==> src/rtl/video_timing_regen.sv <==
// video_timing_regen: output-side raster regenerator for the scaler path.
// Consumes the scaled pixel stream (valid/ready) and produces hs/vs/de/rgb
// with the scaled image placed in a programmable window inside the active
// area. Window coordinates and enable are shadowed at the frame origin.
// A starved window pixel sets a sticky underflow flag and flushes the rest
// of the frame, so the next frame starts cleanly on frame_start.
// Optional build macro: VTR_PATTERN_EN adds pattern_sel, which replaces the
// window contents with 8 vertical colour bars and stops pulling pixels.
`timescale 1ns/1ps
module video_timing_regen #(
  parameter int H_SYNC     = 44,
  parameter int H_BACK     = 148,
  parameter int H_DISP     = 1920,
  parameter int H_FRONT    = 88,
  parameter int V_SYNC     = 5,
  parameter int V_BACK     = 36,
  parameter int V_DISP     = 1080,
  parameter int V_FRONT    = 4,
  parameter int DATA_WIDTH = 8,
  parameter int CHANNELS   = 3,
  parameter int RES_WIDTH  = 11,
  parameter logic [DATA_WIDTH*CHANNELS-1:0] BORDER_RGB = '0
) (
  input  logic                           clk,
  input  logic                           rst_n,
  input  logic                           enable,
  input  logic [RES_WIDTH-1:0]           win_x,
  input  logic [RES_WIDTH-1:0]           win_y,
  input  logic [RES_WIDTH-1:0]           win_w,
  input  logic [RES_WIDTH-1:0]           win_h,
  input  logic [DATA_WIDTH*CHANNELS-1:0] din,
  input  logic                           din_valid,
`ifdef VTR_PATTERN_EN
  input  logic                           pattern_sel,
`endif
  output logic                           din_ready,
  output logic                           frame_start,
  output logic                           hs_o,
  output logic                           vs_o,
  output logic                           de_o,
  output logic [DATA_WIDTH*CHANNELS-1:0] rgb_o,
  output logic                           underflow_o
);

  localparam int PW      = DATA_WIDTH * CHANNELS;
  localparam int H_TOTAL = H_SYNC + H_BACK + H_DISP + H_FRONT;
  localparam int V_TOTAL = V_SYNC + V_BACK + V_DISP + V_FRONT;
  localparam int HA      = H_SYNC + H_BACK;   // first active column
  localparam int VA      = V_SYNC + V_BACK;   // first active line
  localparam int HW      = $clog2(H_TOTAL);
  localparam int VW      = $clog2(V_TOTAL);

  typedef enum logic [1:0] {IDLE, RUN, FLUSH} state_t;

  state_t               state, state_nx;
  logic [HW-1:0]        h_cnt;
  logic [VW-1:0]        v_cnt;
  logic [RES_WIDTH-1:0] wx_sh, wy_sh, ww_sh, wh_sh;

  int      ax, ay;
  logic    origin, live, hs_c, vs_c, de_c, in_win;
  logic    take, starve, pat;
  logic [PW-1:0] pix_c, bar_rgb;

`ifdef VTR_PATTERN_EN
  int       bar_w, off;
  logic [2:0] bar;
  assign pat = pattern_sel;

  // Colour-bar index from the pixel offset inside the window; the leftover
  // columns when the width is not a multiple of 8 stay on the last bar.
  always_comb begin
    bar_w = (int'(ww_sh) + 1) >> 3;
    off   = ax - int'(wx_sh);
    bar   = '0;
    for (int i = 1; i < 8; i++)
      if (off >= bar_w * i) bar = 3'(i);
    bar_rgb = PW'({{DATA_WIDTH{bar[2]}}, {DATA_WIDTH{bar[1]}}, {DATA_WIDTH{bar[0]}}});
  end
`else
  assign pat     = 1'b0;
  assign bar_rgb = '0;
`endif

  // Raster decode: syncs, active area and window membership from the counters.
  // Window bounds use full-width int math so wx+ww never wraps; the active
  // area test clips the window at the display edge.
  always_comb begin
    ax     = int'(h_cnt) - HA;
    ay     = int'(v_cnt) - VA;
    origin = (h_cnt == '0) && (v_cnt == '0);
    // a frame origin with enable low ends the run without drawing that cycle
    live   = (state != IDLE) && !(origin && !enable);
    hs_c   = int'(h_cnt) < H_SYNC;
    vs_c   = int'(v_cnt) < V_SYNC;
    de_c   = (ax >= 0) && (ax < H_DISP) && (ay >= 0) && (ay < V_DISP);
    in_win = de_c &&
             (ax >= int'(wx_sh)) && (ax <= int'(wx_sh) + int'(ww_sh)) &&
             (ay >= int'(wy_sh)) && (ay <= int'(wy_sh) + int'(wh_sh));
  end

  // FSM next state, handshake and pixel selection.
  always_comb begin
    state_nx  = state;
    din_ready = 1'b0;
    take      = 1'b0;
    starve    = 1'b0;
    case (state)
      IDLE: if (enable) state_nx = RUN;
      RUN: begin
        din_ready = in_win && !pat;
        if (origin && !enable)
          state_nx = IDLE;
        else if (in_win && !pat && !din_valid) begin
          starve   = 1'b1;
          state_nx = FLUSH;
        end else
          take = in_win && !pat;
      end
      FLUSH: begin
        // drain whatever upstream still holds for this frame
        din_ready = !pat;
        if (origin) state_nx = enable ? RUN : IDLE;
      end
      default: state_nx = IDLE;
    endcase
    pix_c = BORDER_RGB;
    if (pat && in_win) pix_c = bar_rgb;
    else if (take)     pix_c = din;
  end

  // State, counters, shadow window and the registered raster outputs.
  always_ff @(posedge clk or negedge rst_n) begin
    if (!rst_n) begin
      state       <= IDLE;
      h_cnt       <= '0;
      v_cnt       <= '0;
      wx_sh       <= '0;
      wy_sh       <= '0;
      ww_sh       <= '0;
      wh_sh       <= '0;
      hs_o        <= 1'b0;
      vs_o        <= 1'b0;
      de_o        <= 1'b0;
      frame_start <= 1'b0;
      rgb_o       <= '0;
      underflow_o <= 1'b0;
    end else begin
      state <= state_nx;
      if (!live) begin
        h_cnt <= '0;
        v_cnt <= '0;
      end else if (h_cnt == HW'(H_TOTAL - 1)) begin
        h_cnt <= '0;
        v_cnt <= (v_cnt == VW'(V_TOTAL - 1)) ? '0 : v_cnt + 1'b1;
      end else begin
        h_cnt <= h_cnt + 1'b1;
      end
      if (origin) begin
        wx_sh <= win_x;
        wy_sh <= win_y;
        ww_sh <= win_w;
        wh_sh <= win_h;
      end
      hs_o        <= live && hs_c;
      vs_o        <= live && vs_c;
      de_o        <= live && de_c;
      frame_start <= live && origin;
      rgb_o       <= (live && de_c) ? pix_c : '0;
      if (starve) underflow_o <= 1'b1;
    end
  end

endmodule
==> config.mk <==
export PLATFORM = sky130hd
export DESIGN_NAME = video_timing_regen
export DESIGN_NICKNAME = d
export VERILOG_FILES = /design/src/rtl/video_timing_regen.sv
export SDC_FILE = /design/constraint.sdc
export NUM_CORES = 1
export LEC_CHECK = 0
export BUFFER_PORTS_ARGS = -buffer_cell sky130_fd_sc_hd__buf_4
export CORE_AREA = 2 2 114 116
export DETAILED_ROUTE_END_ITERATION = 8
export DIE_AREA = 0 0 116 118
export HOLD_SLACK_MARGIN = 0.08
export PLACE_DENSITY = 0.76
export SLEW_MARGIN = 10
export SYNTH_ARGS = -nofsm -noshare
export SYNTH_HDL_FRONTEND = slang
export SYNTH_SLANG_ARGS = --single-unit
==> constraint.sdc <==
create_clock -name clk -period 3.5 [get_ports clk]
set_input_delay 0.175 -clock clk [delete_from_list [all_inputs] [get_ports clk]]
set_output_delay 0.175 -clock clk [all_outputs]
set_load 0.02 [all_outputs]
==> impl_results.md, run 1 <==
- Status: finished with violations
- Violated checks: setup timing
- Pwr/cell area: between 900 and 1000 nW/um^2
- Highest clock rate: roughly 230 MHz
- RSZ-0062 raised after global routing: true
- Min cycle time layout: roughly 4.4 ns
- Maxcap violations: 0
- DRT antenna net count: 0
- CP startpoint kind: flip-flop
- Worst EP arrival: roughly 4.2 ns
- Layout area overhead: 41.35%
- Reg clk slew, reported paths: 0.07 ns
- Post-DR wirelength/cell: 16.72 um
- Vias/cell: 5.531
- Slew headroom: about 34%
- Routability congestion estimate: a little under 0.9
- Ant. Diodes: 0
- Data required, critical path: about 3.3 ns
- Critical Path End Type: output pin
- Initial cell density of the core: 50.87%
- Fin nets: 1024
- P_leak: about 4.3 nW
- Min Hold Slack: roughly 0.16 ns
- I/O Pins: a little over 100
- Synth Flop Type: dfrtp_1
- Async set-or-reset flop fraction in the synthesized netlist: 100.0%
- Clk_skew: between 0.01 and 0.015 ns
- Final Hold Fails: 0
- EDFF count, synth: 0
- Longest Clk Path Bufs: 2
- Root Buffer: clkbuf_16
- Highest ir drop seen on vdd: slightly below 0.0007 V
- Placed cells: around 930
- Most frequent cells in the layout: buf_4 (165), dfrtp_1 (98), ha_1 (78)
- Core Area: 12410 um^2
- Largest net degree at the start of global routing: 79
- Sequential cell area: about 2500 um^2
- Clk sinks: about 100
- Seq/Total Area, Yosys: roughly 39%
- Crit path largest cell delay: approximately 0.38 ns
- Fin area: roughly 8900 um^2
- Die Y: between 100 and 150 um
- Fillers: about 850
- Worst path bufs/invs: 3
- IO buf count: roughly 100
- Die width: between 100 and 150 um
- Die ar.: 13690 um^2
- Routed WL: 17510 um
- Crit Path Max Fanout: 3
- Final setup fails: 28
- Fraction of layout cells with a size suffix above 1: approximately 30%
- YS warnings: 0
- First-pass GRT wire length: roughly 28000 um
- Min-delay worst type: in2reg
- Synth Instances: 648
- DRC: 0
- Initial antenna violation count: 0
- Post-Syn Area: 6315 um^2
- PnR worst setup slack: -0.8959 ns
- Slew Viols, Final: 0
- CP Class: reg2out
- Multi-input gate area: between 3000 and 4000 um^2
- Total global routing overflow: 0
- Final Cycle Share: 125.6%
- DP HPWL: roughly 11000 um
- Cts bufs inserted: 9
- Total iterations of the first detailed-routing run: 6
- Top delay family on crit path: compound AO/OA/AOI/OAI gates
- CP max-delay cell: ha_1
- Number of global-route vias before repair: roughly 6.1k
- Placement Rows: between 40 and 50
- Most common cell after layout, fill and taps aside: buf_4
- Synth unique cells: 58
- Final cell count without fillers: 1047
- CTS tree: yes
- Worst-path cell chain: ha_2 > inv_2 > fa_2 > inv_2 > a21oi_2 > o21bai_1 > a21o_1 > a21o_1 > a31oi_4 > nor4bb_2 > a211oi_1 > ha_1 > o21a_1 > o21ai_2 > a221o_1 > a31o_2 > nand4_1 > nor3_2 > o21a_2 > buf_6
- DP Area: about 7500 um^2
- Slew @ Worst Pin: 0.9877 ns
- H-tree levels: 3
- Mean post-synth cell area: a little under 10 um^2
- Skew-Pair Late Insertion Delay: 0.37 ns
- GRT Util Overall: 26.14%
- Flops & latches, synth: slightly below 100
- Synth Net Count: around 800
- Via count: just under 6k
- Iter 0 DRT Violations: approximately 360
flip-flops by register name (all words and copies together) (netlist names):
signal / cells
rgb_o: 24
h_cnt: 12
v_cnt: 11
wh_sh: 11
ww_sh: 11
wx_sh: 11
wy_sh: 11
state: 2
de_o: 1
frame_start: 1
hs_o: 1
underflow_o: 1
vs_o: 1
metrics by stage:
step                total power [W]  setup slack, ns  TNS (ns)  utilization, %
global placement           0.005781          -0.4220    -11.28           60.11
global route               0.009007           -1.045    -22.52           71.90
CTS                        0.007658          -0.8032    -16.12           70.19
floorplan                  0.004702          -0.2011    -4.783               -
detailed placement         0.006018          -0.6843    -18.00           60.11
finish                     0.008374          -0.8959    -18.15           71.90
cell usage after synthesis (4+ instances only):
| master | n | share of area, % |
|---|---|---|
| ha_1 | 80 | 16 |
| o21ai_0 | 48 | 3.8 |
| xor2_1 | 18 | 2.5 |
| o21bai_1 | 4 | 0.48 |
| or3_1 | 5 | 0.50 |
| nor4_1 | 4 | 0.40 |
| mux2_2 | 22 | 3.9 |
| dfrtp_1 | 98 | 39 |
| and2_1 | 26 | 2.6 |
| a2111oi_0 | 6 | 0.83 |
| nand3_1 | 14 | 1.1 |
| nand2_1 | 39 | 2.3 |
| nor2_1 | 33 | 2.0 |
| nor3_1 | 17 | 1.3 |
| xnor2_1 | 21 | 2.9 |
| a211o_1 | 5 | 0.69 |
| a21oi_1 | 23 | 1.8 |
| o211ai_1 | 4 | 0.48 |
| o31ai_1 | 7 | 0.83 |
| nor2b_1 | 9 | 0.89 |
| a31oi_1 | 6 | 0.59 |
| nand2b_1 | 11 | 1.1 |
| a21o_1 | 15 | 1.8 |
| nand4_1 | 13 | 1.3 |
| inv_1 | 47 | 2.8 |
| clkbuf_1 | 21 | 1.2 |
area by class of cell:
| type | count | share of cell area (%) |
|---|---|---|
| clock buffers | 9 | 2.523 |
| clock inverters | 7 | 1.079 |
| inverters | 47 | 1.976 |
| multi-input cells | 477 | 42.54 |
| flip-flops and latches | 98 | 27.47 |
| well taps | 172 | 2.411 |
| repair buffers | 237 | 21.99 |
metal layers:
layer / global-route usage [%] / wire (um) / vias to the layer above
met5: 0 / 0 / -
met3: 5.149 / 1043 / 57
met4: 12.20 / 604 / 0
met1: 30.04 / 6664 / 2791
met2: 46.02 / 9198 / 217
li1: - / - / 2726
kinds of logic (layout without fill, tap and decap cells):
logic type | Yosys count | after routing | synth area share, %
XOR/XNOR | 39 | 39 | 5.409
AND/OR/NAND/NOR | 191 | 194 | 16.05
flip-flops | 98 | 98 | 38.83
AO/OA/AOI/OAI | 139 | 139 | 14.13
multiplexers | 23 | 23 | 4.101
adder cells (fa/ha/maj) | 82 | 82 | 16.49
buffers and inverters | 76 | 300 | 4.993
final timing paths:
check / slack (ns) / endpoint / startpoint / cells past startpoint
max reg2reg: -0.86 / state[0] / wx_sh[0] / 22
min in group asynchronous: 0.52 / v_cnt[2] / rst_n / 2
max: -0.90 / din_ready / wx_sh[0] / 20
max in group asynchronous: 2.21 / underflow_o / rst_n / 3
min reg2reg: 0.47 / underflow_o / underflow_o / 1
min: 0.16 / underflow_o / din_valid / 3
worst min-delay path: cells and delay by family:
kind / cells / cell delay (ns)
buffers and inverters: 2 / 0.21
AOI/OAI and AO/OA: 1 / 0.11
what timing repair did:
action                                 in CTS  in global routing
hold buffers                               69                  0
gates cloned                                3                  0
endpoints found under the hold margin     144                  0
resized for setup                          17                 34
setup endpoints to repair                  28                 28
buffers inserted                           19                 10
pin swaps                                  39                 31
power by group:
group | internal, W | total, W | switching, W | leakage (nW)
clock network | 0.000579 | 0.00109 | 0.000511 | 0.155
logic | 0.00275 | 0.00564 | 0.00289 | 2.86
registers | 0.00144 | 0.00165 | 0.000205 | 1.27
total | 0.00477 | 0.00837 | 0.00360 | 4.29
Power figures use the tool's default switching activity.
==> run 2, diff against run 1 <==
--- a/config.mk
+++ b/config.mk
@@ -5,12 +5,12 @@
 export SDC_FILE = /design/constraint.sdc
 export NUM_CORES = 1
 export LEC_CHECK = 0
-export BUFFER_PORTS_ARGS = -buffer_cell sky130_fd_sc_hd__buf_4
 export CORE_AREA = 2 2 114 116
 export DETAILED_ROUTE_END_ITERATION = 8
 export DIE_AREA = 0 0 116 118
+export DONT_BUFFER_PORTS = 1
 export HOLD_SLACK_MARGIN = 0.08
-export PLACE_DENSITY = 0.76
+export PLACE_DENSITY = 0.68
 export SLEW_MARGIN = 10
 export SYNTH_ARGS = -nofsm -noshare
 export SYNTH_HDL_FRONTEND = slang
==> run 2 against run 1 <==
The flow still finishes with violations (setup timing). Cell area shrank 10%. Count of clock-buffer cells in the layout is the same. Core utilization shrank 7.4 points. Largest cell class unchanged. Highest routed layer unchanged.
==> impl_results.md, run 2 (synthesis results as in run 1) <==
- Clk pwr share: 14.1% (was 13.0%)
- Most common cell after layout, fill and taps aside: dfrtp_1 (was buf_4)
- CP max-delay cell: dfrtp_1 (was ha_1)
- Final Cycle Share: 121.6% (was 125.6%)
- Placed cells: 828 (was 931)
- IO buf count: 0 (was 101)
- Largest net degree at the start of global routing: 99 (was 79)
- Core Area: 12410 um^2 (unchanged)
- Critical path depth in cells: 18 (was 20)
- Worst Setup SP: wy_sh[1] (was wx_sh[0])
- Worst path bufs/invs: 1 (was 3)
- Longest Clk Path Bufs: 2 (unchanged)
- Slew headroom: 55.59% (was 34.15%)
- Multi-input gate area: 3772 um^2 (was 3797 um^2)
- Clk_skew: 0.01221 ns (was 0.01438 ns)
- Number of global-route vias before repair: 5363 (was 6084)
- DP HPWL: 10410 um (was 10950 um)
- Clk sinks: 98 (unchanged)
- PnR worst setup slack: -0.7558 ns (was -0.8959 ns)
- Reg clk slew, reported paths: 0.08 ns (was 0.07 ns)
- Biggest register: rgb_o (unchanged)
- Total global routing overflow: 0 (unchanged)
- Die ar.: 13690 um^2 (unchanged)
- Highest clock rate: 235.0 MHz (was 227.5 MHz)
- RSZ-0062 raised after global routing: true (unchanged)
- Vias/cell: 5.512 (was 5.531)
- Worst R2R End: state[0] (unchanged)
- Worst EP arrival: 4.08 ns (was 4.22 ns)
- Routed WL: 15200 um (was 17510 um)
- Min cycle time layout: 4.256 ns (was 4.396 ns)
- Cts bufs inserted: 9 (unchanged)
- Initial cell density of the core: 50.87% (unchanged)
- Violated checks: setup timing (unchanged)
- Ant. Diodes: 0 (unchanged)
- Beginning of the worst register-to-register path: wy_sh[1] (was wx_sh[0])
- Skew-Pair Late Insertion Delay: 0.36 ns (was 0.37 ns)
- Register share of total power: 22.0% (was 19.7%)
- Sequential cell area: 2452 um^2 (unchanged)
- Crit path largest cell delay: 0.39 ns (was 0.38 ns)
- Fin area: 8008 um^2 (was 8926 um^2)
- Highest ir drop seen on vdd: 0.0006804 V (was 0.0006751 V)
- P_leak: 3.689 nW (was 4.287 nW)
- First-pass GRT wire length: 24990 um (was 28360 um)
- Data required, critical path: 3.32 ns (about the same)
- Worst setup path endpoint: din_ready (unchanged)
- H-tree levels: 3 (unchanged)
- Net Sw Power: 0.003200 W (was 0.003604 W)
- Iter 0 DRT Violations: 251 (was 356)
- Post-DR wirelength/cell: 16.42 um (was 16.72 um)
- Crit Path Max Fanout: 2 (was 3)
- Fraction of layout cells with a size suffix above 1: 18.04% (was 29.71%)
- Fillers: 996 (was 849)
- Routability congestion estimate: 0.8789 (was 0.8813)
- Status: finished with violations (unchanged)
- Final cell count without fillers: 926 (was 1047)
- DRT antenna net count: 0 (unchanged)
- Via count: 5104 (was 5791)
- Reg2reg setup slack: -0.65 ns (was -0.86 ns)
- Die width: 116 um (unchanged)
- Logic pwr share: 63.9% (was 67.3%)
- Fin nets: 903 (was 1024)
- Switching Fraction: 42.39% (was 43.04%)
- Top delay family on crit path: compound AO/OA/AOI/OAI gates (unchanged)
- Min-delay worst type: in2reg (unchanged)
- Critical Path End Type: output pin (unchanged)
- Total iterations of the first detailed-routing run: 5 (was 6)
- Met1 usage: 28.33% (was 30.04%)
- Int Pwr: 0.004349 W (was 0.004770 W)
- Initial antenna violation count: 0 (unchanged)
- CP startpoint kind: flip-flop (unchanged)
- Pwr/cell area: 942.7 nW/um^2 (was 938.2 nW/um^2)
- Worst reg2reg path depth: 20 (was 22)
- Largest registers: rgb_o: 24 flops, h_cnt: 12 flops (unchanged)
- Final Hold Fails: 0 (unchanged)
- Layout area overhead: 26.81% (was 41.35%)
- Die Y: 118 um (unchanged)
- Routing usage on met2: 39.25% (was 46.02%)
- Maxcap violations: 0 (unchanged)
- Worst-path cell chain: ha_1 > a21o_1 > a21oi_2 > o21bai_2 > a2111oi_4 > nor3_2 > a21o_1 > a21o_1 > xnor2_1 > ha_1 > nand4_1 > buf_4 > nor2_2 > a21oi_1 > a311o_1 > nand4_1 > nor3_2 > o21a_2 (was ha_2 > inv_2 > fa_2 > inv_2 > a21oi_2 > o21bai_1 > a21o_1 > a21o_1 > a31oi_4 > nor4bb_2 > a211oi_1 > ha_1 > o21a_1 > o21ai_2 > a221o_1 > a31o_2 > nand4_1 > nor3_2 > o21a_2 > buf_6)
- Gr busiest metal: met2 (unchanged)
- Root Buffer: clkbuf_16 (unchanged)
- Min Hold Slack: 0.1431 ns (was 0.1573 ns)
- Most frequent cells in the layout: dfrtp_1 (98), ha_1 (78), dlygate4sd3_1 (70) (was buf_4 (165), dfrtp_1 (98), ha_1 (78))
- Slew Viols, Final: 0 (unchanged)
- Max reg flops: 24 (unchanged)
- Slew @ Worst Pin: 0.6493 ns (was 0.9877 ns)
- DP Area: 6689 um^2 (was 7462 um^2)
- Final setup fails: 28 (unchanged)
- GRT Util Overall: 22.60% (was 26.14%)
- Placement Rows: 41 (unchanged)
- Cell mode on critical path: a21o_1
- DRC: 0 (unchanged)
- Met3 Use GR: 5.561% (was 5.149%)
- CP Class: reg2out (unchanged)
- I/O Pins: 102 (unchanged)
- CTS tree: yes (unchanged)
-- run 2: final cells by class --
class,count,share of cell area [%]
Clock inverter,7,1.203
Timing Repair Buffer,116,13.36
Sequential cell,98,30.62
Multi-Input combinational cell,477,47.11
Tap cell,172,2.687
Clock buffer,9,2.813
Inverter,47,2.203
-- run 2: worst min-delay path by stage --
stage | slack (ns) | from | cells after the start | endpoint
3_5_place_dp | -0.11 | rst_n | 0 | hs_o
3_3_place_gp | -0.11 | rst_n | 0 | hs_o
5_1_grt | 0.13 | din_valid | 2 | rgb_o[12]
6_report | 0.14 | din_valid | 2 | rgb_o[12]
2_1_floorplan | -0.12 | rst_n | 0 | de_o
4_1_cts | 0.12 | enable | 3 | state[0]
-- run 2: power by group through the flow --
stage                     clock network (W)  registers, W  logic [W]
after floorplan                           0       0.00162    0.00308
after global placement                    0       0.00166    0.00408
after detailed placement                  0       0.00168    0.00426
after CTS                           0.00108       0.00166    0.00450
after global routing                0.00114       0.00170    0.00539
final                               0.00106       0.00166    0.00483
-- run 2: layer usage --
metal  wire, um  part of all wire [%]
met4        128                  0.84
met3        824                   5.4
met5          0                     0
met2       7819                    51
met1       6429                    42
-- run 2: repair_timing --
item | CTS | global route
hold buffers | 71 | 0
setup buffers | 7 | 4
endpoints found under the setup margin | 28 | 28
endpoints found under the hold margin | 167 | 0
resized for setup | 9 | 37
pin swaps | 8 | 37
gates cloned | 2 | 1
-- run 2: through the flow --
step | setup TNS [ns] | total power [W] | setup slack (ns) | util, %
after floorplan | -4.783 | 0.004702 | -0.2011 | -
after global placement | -12.04 | 0.005741 | -0.4540 | 53.88
after detailed placement | -15.68 | 0.005938 | -0.5961 | 53.88
after CTS | -15.97 | 0.007237 | -0.7409 | 63.14
after global routing | -20.28 | 0.008223 | -0.9047 | 64.50
final | -15.84 | 0.007549 | -0.7558 | 64.50
==> run 3, diff against run 2 <==
--- a/config.mk
+++ b/config.mk
@@ -5,12 +5,13 @@
 export SDC_FILE = /design/constraint.sdc
 export NUM_CORES = 1
 export LEC_CHECK = 0
-export CORE_AREA = 2 2 114 116
+export ABC_AREA = 1
+export CORE_AREA = 2 2 119 121
 export DETAILED_ROUTE_END_ITERATION = 8
-export DIE_AREA = 0 0 116 118
+export DIE_AREA = 0 0 121 123
 export DONT_BUFFER_PORTS = 1
 export HOLD_SLACK_MARGIN = 0.08
-export PLACE_DENSITY = 0.68
+export PLACE_DENSITY = 0.67
 export SLEW_MARGIN = 10
 export SYNTH_ARGS = -nofsm -noshare
 export SYNTH_HDL_FRONTEND = slang
==> run 3 against run 2 <==
The flow still finishes with violations (setup timing). Flip-flop and latch count did not move. Area after synthesis rose by 5.7%. First-iteration DRC count rose by 21%. Non-clock buffer count fell by 8. Clock skew fell by 0.0046 ns. Wire length rose by 8.1%. Register-to-register slack improved by 0.37 ns. Count of clock-buffer cells in the layout rose by 1. Synthesized cell count rose by 25%. Clock power rose by 8%. Maximum frequency rose by 8.7%. Sequential share of layout area fell by 0.94 points. Largest cell class unchanged.
==> impl_results.md, run 3 <==
- Die Y: 123 um (was 118 um)
- Flops & latches, synth: 98 (unchanged)
- H-tree levels: 3 (unchanged)
- Root Buffer: clkbuf_16 (unchanged)
- Pwr/cell area: 819.7 nW/um^2 (was 942.7 nW/um^2)
- Highest clock rate: 255.4 MHz (was 235.0 MHz)
- P_leak: 3.987 nW (was 3.689 nW)
- EDFF count, synth: 0 (unchanged)
- Critical Path End Type: output pin (unchanged)
- Most common cell after layout, fill and taps aside: nand2_1 (was dfrtp_1)
- Max reg flops: 24 (unchanged)
- Final cell count without fillers: 1094 (was 926)
- Fraction of layout cells with a size suffix above 1: 14.33% (was 18.04%)
- Post-synth top cells: nand2_1 (217), dfrtp_1 (98), inv_1 (86), ha_1 (80), a21oi_1 (53) (was dfrtp_1 (98), ha_1 (80), o21ai_0 (48), inv_1 (47), nand2_1 (39))
- Synth Instances: 809 (was 648)
- Min cycle time layout: 3.916 ns (was 4.256 ns)
- CP Class: reg2out (unchanged)
- Routed WL: 16440 um (was 15200 um)
- DRC: 0 (unchanged)
- Mean post-synth cell area: 8.253 um^2 (was 9.745 um^2)
- Core Area: 13610 um^2 (was 12410 um^2)
- Clk_skew: 0.007574 ns (was 0.01221 ns)
- Ant. Diodes: 0 (unchanged)
- Largest area contributor in the netlist: dfrtp_1 (unchanged)
- Beginning of the worst register-to-register path: wy_sh[0] (was wy_sh[1])
- PnR worst setup slack: -0.4162 ns (was -0.7558 ns)
- GRT Util Overall: 22.76% (was 22.60%)
- Reg clk slew, reported paths: 0.06 ns (was 0.08 ns)
- Top-count cell post-synth: nand2_1 (was dfrtp_1)
- Longest Clk Path Bufs: 2 (unchanged)
- Data required, critical path: 3.32 ns (about the same)
- Synth Flop Type: dfrtp_1 (unchanged)
- Synth top area cells: dfrtp_1 (37%), ha_1 (15%), nand2_1 (12%), inv_1 (4.8%), a21oi_1 (4.0%) (was dfrtp_1 (39%), ha_1 (16%), mux2_2 (3.9%), o21ai_0 (3.8%), xnor2_1 (2.9%))
- First-pass GRT wire length: 26820 um (was 24990 um)
- Die ar.: 14880 um^2 (was 13690 um^2)
- Status: finished with violations (unchanged)
- Via count: 5637 (was 5104)
- Number of global-route vias before repair: 5723 (was 5363)
- Iter 0 DRT Violations: 304 (was 251)
- Skew-Pair Late Insertion Delay: 0.36 ns (about the same)
- Synth unique cells: 49 (was 58)
- Final Hold Fails: 0 (unchanged)
- CP startpoint kind: flip-flop (unchanged)
- DRT antenna net count: 0 (unchanged)
- Cell mode on critical path: nand2_1 (was a21o_1)
- Setup TNS: -6.898 ns (was -15.84 ns)
- DP HPWL: 11600 um (was 10410 um)
- Clk sinks: 98 (unchanged)
- Worst EP arrival: 3.74 ns (was 4.08 ns)
- Worst reg2reg path depth: 27 (was 20)
- CP max-delay cell: dfrtp_1 (unchanged)
- Slew @ Worst Pin: 0.6087 ns (was 0.6493 ns)
- Cts bufs inserted: 9 (unchanged)
- Largest registers: rgb_o: 24 flops, h_cnt: 12 flops (unchanged)
- Final Cycle Share: 111.9% (was 121.6%)
- Violated checks: setup timing (unchanged)
- Initial cell density of the core: 49.05% (was 50.87%)
- CTS tree: yes (unchanged)
- Fin nets: 1063 (was 903)
- Final setup fails: 27 (was 28)
- I/O Pins: 102 (unchanged)
- Crit Path Max Fanout: 3 (was 2)
- Post-DR wirelength/cell: 15.03 um (was 16.42 um)
- Synth top area share: 36.73% (was 38.83%)
- Highest ir drop seen on vdd: 0.0005358 V (was 0.0006804 V)
- Slew headroom: 59.11% (was 55.59%)
- Placement Rows: 43 (was 41)
- Synth Net Count: 963 (was 802)
- Min-delay worst type: in2reg (unchanged)
- Most frequent cells in the layout: nand2_1 (215), dfrtp_1 (98), inv_1 (85) (was dfrtp_1 (98), ha_1 (78), dlygate4sd3_1 (70))
- Seq/Total Area, Yosys: 36.73% (was 38.83%)
- Slew Viols, Final: 0 (unchanged)
- IO buf count: 0 (unchanged)
- Routability congestion estimate: 0.8514 (was 0.8789)
- Post-Syn Area: 6676 um^2 (was 6315 um^2)
- Largest net degree at the start of global routing: 99 (unchanged)
- Total global routing overflow: 0 (unchanged)
- Worst setup path endpoint: din_ready (unchanged)
- Worst Setup SP: wy_sh[0] (was wy_sh[1])
- Biggest register: rgb_o (unchanged)
- Crit path largest cell delay: 0.35 ns (was 0.39 ns)
- Initial antenna violation count: 0 (unchanged)
- Async set-or-reset flop fraction in the synthesized netlist: 100.0% (unchanged)
- Reg2reg setup slack: -0.28 ns (was -0.65 ns)
- Worst R2R End: rgb_o[11] (was state[0])
- Total iterations of the first detailed-routing run: 4 (was 5)
- Vias/cell: 5.153 (was 5.512)
- Placed cells: 999 (was 828)
- Maxcap violations: 0 (unchanged)
- Layout area overhead: 23.73% (was 26.81%)
- RSZ-0062 raised after global routing: true (unchanged)
- Die width: 121 um (was 116 um)
- YS warnings: 0 (unchanged)
## run 3: cell types whose count changed after synthesis, moves of 22 or more
cell / before / now
nor2_4: 0 / 23
a21oi_1: 23 / 53
inv_1: 47 / 86
nand2_1: 39 / 217
and2_1: 26 / 2
mux2_2: 22 / 0
## run 3: critical path, delay by kind of cell, from the launching register on
family	cells	cell delay, ns
AND/OR/NAND/NOR	14	1.22
adder cells (fa/ha/maj)	3	0.85
AO/OA/AOI/OAI	5	0.70
flip-flops	1	0.35
XOR/XNOR	1	0.14
buffers and inverters	2	0.11
## run 3: worst min-delay path by stage
stage / from / endpoint / slack (ns) / cells after the start
after floorplan: rst_n / de_o / -0.12 / 0
after global placement: rst_n / wh_sh[1] / -0.11 / 0
after detailed placement: rst_n / wh_sh[1] / -0.11 / 0
after CTS: enable / state[0] / 0.16 / 4
after global routing: din_valid / state[1] / 0.20 / 5
final: din_valid / state[1] / 0.17 / 5
## run 3: cell type report
cell class	instances	area, um^2
Fill cell	1127	5351
Tap cell	180	225.2
Clock inverter	6	113.9
Inverter	98	374.1
Multi-Input combinational cell	594	3784
Sequential cell	98	2452
Clock buffer	10	229.0
Timing Repair Buffer	108	1082
## run 3: kinds of logic after synthesis
kind of cell,count (synthesis),synth area share [%]
AO/OA/AOI/OAI,109,8.883
buffers and inverters,117,7.777
XOR/XNOR,26,3.523
multiplexers,1,0.1499
AND/OR/NAND/NOR,376,27.34
adder cells (fa/ha/maj),82,15.59
flip-flops,98,36.73
## run 3: power by group
group	leakage [nW]	total (W)	internal (W)	switching, W
logic	2.55	0.00399	0.00170	0.00229
registers	1.27	0.00163	0.00142	0.000204
clock network	0.159	0.00115	0.000701	0.000450
total	3.99	0.00677	0.00382	0.00295
## run 3: through the flow
| step | setup slack [ns] | util, % | area (um^2) | hold WS (ns) | power, W |
|---|---|---|---|---|---|
| after global placement | -0.2279 | 51.45 | 7003 | -0.1134 | 0.005287 |
| after global routing | -0.6955 | 60.69 | 8260 | 0.1998 | 0.007458 |
| after floorplan | 0.02319 | - | 6688 | -0.1206 | 0.004343 |
| after CTS | -0.4516 | 60.46 | 8229 | 0.1608 | 0.006716 |
| after detailed placement | -0.3402 | 51.45 | 7003 | -0.1141 | 0.005365 |
| final | -0.4162 | 60.69 | 8260 | 0.1697 | 0.006771 |
## run 3: what timing repair did
item | 4_1_cts | 5_1_grt
hold endpoints to repair | 167 | 0
hold buffers | 71 | 0
setup endpoints to repair | 28 | 28
cloned | 3 | 0
gates resized for setup | 19 | 6
buffers inserted | 4 | 1
pin swaps | 12 | 11
## run 3: layer usage
layer	wire (um)	up-vias	track usage, %
met5	0	-	0
met4	498	0	7.340
met3	482	34	4.843
met2	8497	98	40.94
met1	6960	2676	27.14
li1	-	2829	-
